$ cat config.mk
export PLATFORM = sky130hd
export DESIGN_NAME = fetch_stage
export DESIGN_NICKNAME = d
export VERILOG_FILES = /design/src/rtl/cpu_pkg.sv /design/src/rtl/fetch_hold_buf.sv /design/src/rtl/fetch_stage.sv
export SDC_FILE = /design/constraint.sdc
export NUM_CORES = 1
export LEC_CHECK = 0
export CORE_MARGIN = 1
export CORE_UTILIZATION = 55
export CTS_CLUSTER_DIAMETER = 150
export DETAILED_ROUTE_END_ITERATION = 8
export PLACE_DENSITY = 0.84
export SLEW_MARGIN = 0
export SYNTH_ARGS = -nofsm -noshare
export SYNTH_HDL_FRONTEND = slang
export SYNTH_SLANG_ARGS = --single-unit
$ cat constraint.sdc
create_clock -name clk -period 6.5 [get_ports clk]
set_clock_uncertainty 0.15 [all_clocks]
set_input_delay 0.975 -clock clk [delete_from_list [all_inputs] [get_ports clk]]
set_output_delay 0.975 -clock clk [all_outputs]
set_load 0.05 [all_outputs]
$ cat src/rtl/cpu_pkg.sv
// Shared fetch-stage types: FSM state encoding, IF/ID register layout and helpers.
package cpu_pkg;

  localparam int XLEN_C = 32;
  localparam logic [XLEN_C-1:0] NOP_INSTR_C = 32'h0000_0013;

  typedef enum logic [1:0] {
    IDLE = 2'd0,
    WAIT = 2'd1,
    DROP = 2'd2,
    HOLD = 2'd3
  } fetch_state_t;

  typedef struct packed {
    logic              valid;
    logic [XLEN_C-1:0] pc;
    logic [XLEN_C-1:0] instr;
    logic [XLEN_C-1:0] pc_plus4;
  } if_id_t;

  // Instructions are word aligned; the two low address bits are forced to zero.
  function automatic logic [XLEN_C-1:0] align_word(input logic [XLEN_C-1:0] addr);
    return addr & ~{{(XLEN_C-2){1'b0}}, 2'b11};
  endfunction

endpackage

$ cat src/rtl/fetch_hold_buf.sv
// Single-entry buffer that parks an instruction-memory response while decode is stalled.
module fetch_hold_buf
  import cpu_pkg::*;
#(
  parameter int XLEN = XLEN_C
) (
  input  logic            clk,
  input  logic            rst,
  input  logic            load,
  input  logic            clear,
  input  logic [XLEN-1:0] load_pc,
  input  logic [XLEN-1:0] load_instr,
  output logic            valid,
  output logic [XLEN-1:0] pc,
  output logic [XLEN-1:0] instr
);

  // Capture on load; clear (redirect or hand-off to IF/ID) takes priority.
  always_ff @(posedge clk) begin
    if (rst || clear) begin
      valid <= 1'b0;
      pc    <= {XLEN{1'b0}};
      instr <= {XLEN{1'b0}};
    end else if (load) begin
      valid <= 1'b1;
      pc    <= load_pc;
      instr <= load_instr;
    end else begin
      valid <= valid;
      pc    <= pc;
      instr <= instr;
    end
  end

endmodule

$ cat src/rtl/fetch_stage.sv
// Instruction-fetch stage: PC register, single-outstanding imem requests, IF/ID register.
// Optional macro FETCH_PERF_CNT_EN adds perf_fetched / perf_flushed counters.
module fetch_stage
  import cpu_pkg::*;
#(
  parameter int              XLEN      = XLEN_C,
  parameter logic [XLEN-1:0] RESET_PC  = 32'h0000_0000,
  parameter logic [XLEN-1:0] NOP_INSTR = NOP_INSTR_C
) (
  input  logic            clk,
  input  logic            rst,
  output logic            imem_req,
  output logic [XLEN-1:0] imem_addr,
  input  logic            imem_rvalid,
  input  logic [XLEN-1:0] imem_rdata,
  input  logic            id_stall,
  input  logic            ex_redirect,
  input  logic [XLEN-1:0] ex_target,
  output logic            if_id_valid,
  output logic [XLEN-1:0] if_id_pc,
  output logic [XLEN-1:0] if_id_instr,
  output logic [XLEN-1:0] if_id_pc_plus4
`ifdef FETCH_PERF_CNT_EN
  ,
  output logic [31:0]     perf_fetched,
  output logic [31:0]     perf_flushed
`endif
);

  localparam logic [XLEN-1:0] PC_STEP = {{(XLEN-3){1'b0}}, 3'd4};

  fetch_state_t    state_r, state_s;
  logic [XLEN-1:0] pc_r, pc_s;
  logic [XLEN-1:0] fetch_pc_r;
  if_id_t          if_id_r, if_id_s;
  logic            accept_s, rsp_s, req_s, if_id_load_s;
  logic            buf_load_s, buf_clear_s, buf_valid_s;
  logic [XLEN-1:0] buf_pc_s, buf_instr_s;

  assign accept_s    = !id_stall || !if_id_r.valid;
  assign rsp_s       = (state_r == WAIT) && imem_rvalid;
  assign req_s       = !rst && !ex_redirect && ((state_r == IDLE) || (rsp_s && accept_s));
  assign buf_load_s  = !ex_redirect && rsp_s && !accept_s;
  assign buf_clear_s = ex_redirect || ((state_r == HOLD) && accept_s);

  assign imem_req       = req_s;
  assign imem_addr      = pc_r;
  assign if_id_valid    = if_id_r.valid;
  assign if_id_pc       = if_id_r.pc;
  assign if_id_instr    = if_id_r.instr;
  assign if_id_pc_plus4 = if_id_r.pc_plus4;

  fetch_hold_buf #(
    .XLEN(XLEN)
  ) u_hold_buf (
    .clk       (clk),
    .rst       (rst),
    .load      (buf_load_s),
    .clear     (buf_clear_s),
    .load_pc   (fetch_pc_r),
    .load_instr(imem_rdata),
    .valid     (buf_valid_s),
    .pc        (buf_pc_s),
    .instr     (buf_instr_s)
  );

  // Next-state: a redirect decides the outcome of whatever is in flight.
  always_comb begin
    state_s = state_r;
    if (ex_redirect) begin
      case (state_r)
        WAIT:    state_s = imem_rvalid ? IDLE : DROP;
        HOLD:    state_s = IDLE;
        default: state_s = state_r;
      endcase
    end else begin
      case (state_r)
        IDLE: state_s = WAIT;
        WAIT: begin
          if (imem_rvalid) begin
            state_s = accept_s ? WAIT : HOLD;
          end else begin
            state_s = WAIT;
          end
        end
        DROP: begin
          if (imem_rvalid) begin
            state_s = IDLE;
          end else begin
            state_s = DROP;
          end
        end
        HOLD: begin
          if (accept_s && buf_valid_s) begin
            state_s = IDLE;
          end else begin
            state_s = HOLD;
          end
        end
        default: state_s = IDLE;
      endcase
    end
  end

  // PC and IF/ID next values.
  always_comb begin
    pc_s          = pc_r;
    if_id_s       = if_id_r;
    if_id_load_s  = 1'b0;
    if (ex_redirect) begin
      pc_s = align_word(ex_target);
    end else if (req_s) begin
      pc_s = pc_r + PC_STEP;
    end else begin
      pc_s = pc_r;
    end

    if (ex_redirect) begin
      if_id_s.valid = 1'b0;
      if_id_s.instr = NOP_INSTR;
    end else if (rsp_s && accept_s) begin
      if_id_s      = '{valid: 1'b1, pc: fetch_pc_r, instr: imem_rdata,
                       pc_plus4: fetch_pc_r + PC_STEP};
      if_id_load_s = 1'b1;
    end else if ((state_r == HOLD) && buf_valid_s && accept_s) begin
      if_id_s      = '{valid: 1'b1, pc: buf_pc_s, instr: buf_instr_s,
                       pc_plus4: buf_pc_s + PC_STEP};
      if_id_load_s = 1'b1;
    end else if (id_stall && if_id_r.valid) begin
      if_id_s = if_id_r;
    end else begin
      if_id_s.valid = 1'b0;
      if_id_s.instr = NOP_INSTR;
    end
  end

  // State, PC and IF/ID registers.
  always_ff @(posedge clk) begin
    if (rst) begin
      state_r    <= IDLE;
      pc_r       <= RESET_PC;
      fetch_pc_r <= {XLEN{1'b0}};
      if_id_r    <= '{valid: 1'b0, pc: {XLEN{1'b0}}, instr: NOP_INSTR,
                      pc_plus4: {XLEN{1'b0}}};
    end else begin
      state_r    <= state_s;
      pc_r       <= pc_s;
      fetch_pc_r <= req_s ? pc_r : fetch_pc_r;
      if_id_r    <= if_id_s;
    end
  end

`ifdef FETCH_PERF_CNT_EN
  logic flush_hit_s;
  assign flush_hit_s = ex_redirect &&
                       (if_id_r.valid || (state_r == WAIT) || (state_r == HOLD));

  // Free-running, wrapping event counters.
  always_ff @(posedge clk) begin
    if (rst) begin
      perf_fetched <= 32'd0;
      perf_flushed <= 32'd0;
    end else begin
      perf_fetched <= if_id_load_s ? perf_fetched + 32'd1 : perf_fetched;
      perf_flushed <= flush_hit_s ? perf_flushed + 32'd1 : perf_flushed;
    end
  end
`endif

endmodule

== Word level (Yosys, flattened, before mapping) ==
Index checks and enable logic that the tools add are counted.

* Add/subtract/negate cells: 3
* Reductions and logical operators: 25
* Bitwise operators: 1
* Eq/ne operators: 5
* Muxes and demuxes: 13

{| class="wikitable"
|+ Operators with widths
! kind !! count
|-
| $mux W97 || 2
|-
| $add A32 B3 Y32 const B || 3
|-
| $mux W32 || 3
|-
| $logic_and A1 B1 Y1 || 11
|-
| $mux W2 || 5
|-
| $pmux W2 S4 || 1
|-
| $logic_not A1 Y1 || 5
|-
| $eq A2 B2 Y1 const B || 2
|-
| $logic_or A1 B1 Y1 || 4
|-
| $pmux W2 S2 || 1
|-
| $reduce_bool A2 Y1 || 2
|-
| $ne A3 B1 Y1 const B || 1
|-
| $ne A3 B3 Y1 const B || 1
|-
| $eq A2 B1 Y1 const B || 1
|-
| $logic_not A2 Y1 || 1
|-
| $reduce_and A2 Y1 || 1
|-
| $reduce_or A2 Y1 || 1
|-
| $mux W1 || 1
|-
| $not A1 Y1 || 1
|}

* Output and inout bits: 130
* Input port bits: 69
* Register bits after elaboration: 228

== Longest topological paths before layout ==
* Depth in word-level cells: 7
* Gate-level depth with buffers: 8
* Depth with buffers taken out: 6

== By module ==
A second synthesis with hierarchy kept.

* Cells, all modules: 1,246
* Area, all modules: 10,363.7 um^2

{| class="wikitable"
|+ By module, submodules not included
! module !! area an instance (um^2) !! sequential area each (um^2) !! cells an instance !! instances
|-
| fetch_stage || 8,023.9 || 3,143.0 || 1,036 || 1
|-
| fetch_hold_buf || 2,339.7 || 1,301.2 || 210 || 1
|}

== Worst setup path before layout ==
Ideal clock, no wire load.

* Kind: input to output
* From: input port ex_redirect
* To: output port imem_req
* Slack: 2,713 ps
* Cell stages on the path: 6
* Arrival: 2,662 ps
* Cells stage by stage: clkbuf_1 nor2_1 o211ai_1 inv_1 clkbuf_1 buf_1

* Word-level cells in the longest chain between the ends: 3

{| class="wikitable"
|+ RTL lines
! element !! RTL line !! RTL
|-
| start, declared || fetch_stage.sv:17 || <nowiki>input logic ex_redirect,</nowiki>
|-
| $logic_not A1 Y1 || fetch_stage.sv:42 || <nowiki>assign req_s = !rst && !ex_redirect && ((state_r == IDLE) || (rsp_s && accept_s));</nowiki>
|-
| $logic_and A1 B1 Y1 (2 in series) || fetch_stage.sv:42 ||
|-
| end, declared || fetch_stage.sv:12 || <nowiki>output logic imem_req,</nowiki>
|}

No other way between the ends.

== Final worst setup path ==
Ends and elaborated chain as after synthesis.

==> reports/metrics.yaml <==
outcome:
  status: "finished, violations left"
  violations: "DRC"
clock_tree:
  htreeDepth: 1
  ctsResizeCount: 0
  cts-root-buf: "clkbuf_16"
  cts.path.max_buffers: 3
  numCtsBuffers: 23
  clk_latency_ns: 0.52
  cts_post_setup_buffers_inserted: 0
  clock-sinks: 218
  cts_tree: "yes"
  postCtsHoldBufs: 0
  clk_pin_slew_ns: 0.06
global_route:
  antenna_found_initial: 0
  grt_pass1_vias: 9583
  grt_usage: 0.312
  grt_first_pass_wirelength_mm: 49.4
  overflow: 0
  grt_max_degree: 102
floorplan:
  core_area_mm2: 0.0181
  initial_utilization: 0.565
  pin_count: 199
  die_x_um: 139
  die_h_um: 139
  dieArea_mm2: 0.0192
  fp-row-count: 49
route:
  first_pass_iters: 9
  routedWlPerCell_um: 18.4
  drc: 19
  wl_met3_mm: 2.83
  post_drt_via_cell_ratio: 6.24
  ant_nets: 0
  wl_met2_mm: 13.5
  first_iter_violations: 1062
  top_layer: "met4"
  finalWirelength_mm: 30.6
  m1WireLength_mm: 13.2
  vias: 10400
place:
  pre_cts_slack_ns: 2.36
  place_congestion: 0.894
  hpwlAfterDp_mm: 20.0
  port_buffers: 190
  place_inst: 1624
  place_area_mm2: 0.0121
logic_synthesis:
  synth_most_common_cell: "nand2_1"
  yosys.area.top_type_share: 0.426
  synth-seq-cells: 218
  yosys_warnings: 0
  synth_seq_area_share: 0.426
  async_flop_share: 0
  yosysUniqueCellTypes: 60
  synthTopCellsByArea: "dfxtp_1 (43%), nand2_1 (9.8%), a21oi_1 (5.8%)"
  synth_cells: 1310
  synthFlopType: "dfxtp_1"
  syn_avg_cell_area_um2: 7.83
  synth_top_area_cell: "dfxtp_1"
  synth_area_mm2: 0.0103
  synth-edff-count: 0
  synthTopCellsByCount: "nand2_1 (267), dfxtp_1 (218), a21oi_1 (118)"
layout:
  drive_gt1_frac: 0.0487
  diodes: 0
  instances_no_fill: 1666
  utilization: 0.706
  area.growth.synth_to_final_pct: 25.0
  multi_input_area_mm2: 0.00538
  nFillCells: 1468
  fin_nets: 1492
  stdcell_area_mm2: 0.0128
  regArea_mm2: 0.00436
timing:
  period_minus_slack_ns: 3.91
  setup_slack_ns: 2.59
  fin_crit_sh: 0.601
  maxSlewViolCount: 0
  setup_viol: 0
  maxSlewHeadroom: 0.289
  rsz0062_at_grt: "no"
  fmax_ghz: 0.256
  hold_viol: 0
  worst_slew_pin_slew_ns: 1.07
  hold_ws_ns: 0.304
  setup_tns_ns: 0
worst_setup_path:
  crit_path_max_fanout: 38
  critPathLaunchType: "input port"
  crit_path_cell_trace: "clkdlybuf4s50_1 > buf_4 > nor2_1 > o211ai_1 > inv_1 > buf_4"
  path_common_cell: "buf_4"
  worstPathArrival_ns: 2.78
  path_class: "input port to primary output"
  worstPathRequired_ns: 5.37
  end_kind: "primary output"
  slowest_stage: "nor2_1"
  cpPeakStageDelay_ns: 0.52
power:
  total_power_mw: 2.98
  power.internal_mw: 2.19
  p_per_area_mw_per_mm2: 232
  p_leak_nw: 4.16
  seqPwrFrac: 0.475
  clockPowerShare: 0.414
  p_comb_frac: 0.111
  peakVddDrop_v: 0.000170
  switchingPower_mw: 0.792
  sw_frac_of_total: 0.266
min_path:
  hold_class: "flop to flop"
run:
  maxCapViolCount: 0
## logic make-up after synthesis
family                   Yosys count  synth area share
AND/OR/NAND/NOR                  547             0.250
AO/OA/AOI/OAI                    348             0.222
flip-flops                       218             0.426
buffers and inverters            145            0.0563
XOR/XNOR                          37            0.0316
multiplexers                      11            0.0110
adder cells (fa/ha/maj)            3           0.00366
other                              1          0.000366
## layout make-up
class                   count  area share
multi-input cells         952       0.420
flip-flops and latches    218       0.341
repair buffers            204       0.156
clock buffers              32      0.0507
well taps                 229      0.0224
inverters                  21     0.00615
clock inverters            10     0.00439
## per-layer routing
metal | vias to the layer above | track usage
met5 | - | 0
met4 | 0 | 0.116
met3 | 89 | 0.0549
met2 | 570 | 0.480
met1 | 4835 | 0.438
li1 | 4906 | -
## layout by cell type (no fill, tap or decap), types with 6 or more instances in the layout
cell type,n
or4_1,6
and3_1,9
a31oi_1,10
nand2_1,267
nor3_1,36
nand3_1,26
o21a_1,6
mux2i_1,9
nor4_1,28
a311oi_1,19
clkbuf_16,23
inv_1,20
nand4_1,21
a21oi_1,117
dfxtp_1,218
xnor2_1,18
conb_1,6
or3_1,9
xor2_1,19
nand3b_1,21
a221oi_1,13
buf_4,16
clkinv_2,8
a22o_1,10
o22ai_1,16
and4_1,14
nor2_1,91
clkdlybuf4s50_1,188
a211oi_1,29
o31a_1,14
a22oi_1,35
o21ai_0,45
## worst paths after layout
kind                   start                  to  slack (ns)  cells after the start
max reg2reg       state_r[0]  if_id_pc_plus4[24]        3.22                      7
min          if_id_instr[10]     if_id_instr[10]        0.30                      2
min reg2reg  if_id_instr[10]     if_id_instr[10]        0.30                      2
max              ex_redirect            imem_req        2.59                      6
## power by group through the flow
stage	sequential (mW)	clock (mW)	combinational, mW
3_5_place_dp	1.44	0	0.326
2_1_floorplan	1.51	0	0.130
5_1_grt	1.42	1.31	0.348
3_3_place_gp	1.44	0	0.322
4_1_cts	1.41	1.25	0.328
6_report	1.41	1.23	0.330
## registers in the layout, summed over array words and instances, names as in the netlist
| name | flops |
|---|---|
| fetch_pc_r | 30 |
| if_id_instr | 32 |
| if_id_pc | 30 |
| if_id_pc_plus4 | 30 |
| if_id_valid | 1 |
| imem_addr | 30 |
| state_r | 2 |
| u_hold_buf.instr | 32 |
| u_hold_buf.pc | 30 |
| u_hold_buf.valid | 1 |
## critical path: cells and delay by family
| family | cells | cell delay [ns] |
|---|---|---|
| compound gates | 1 | 0.20 |
| simple gates | 1 | 0.52 |
| buf+inv | 4 | 1.05 |
Power figures use the tool's default switching activity.
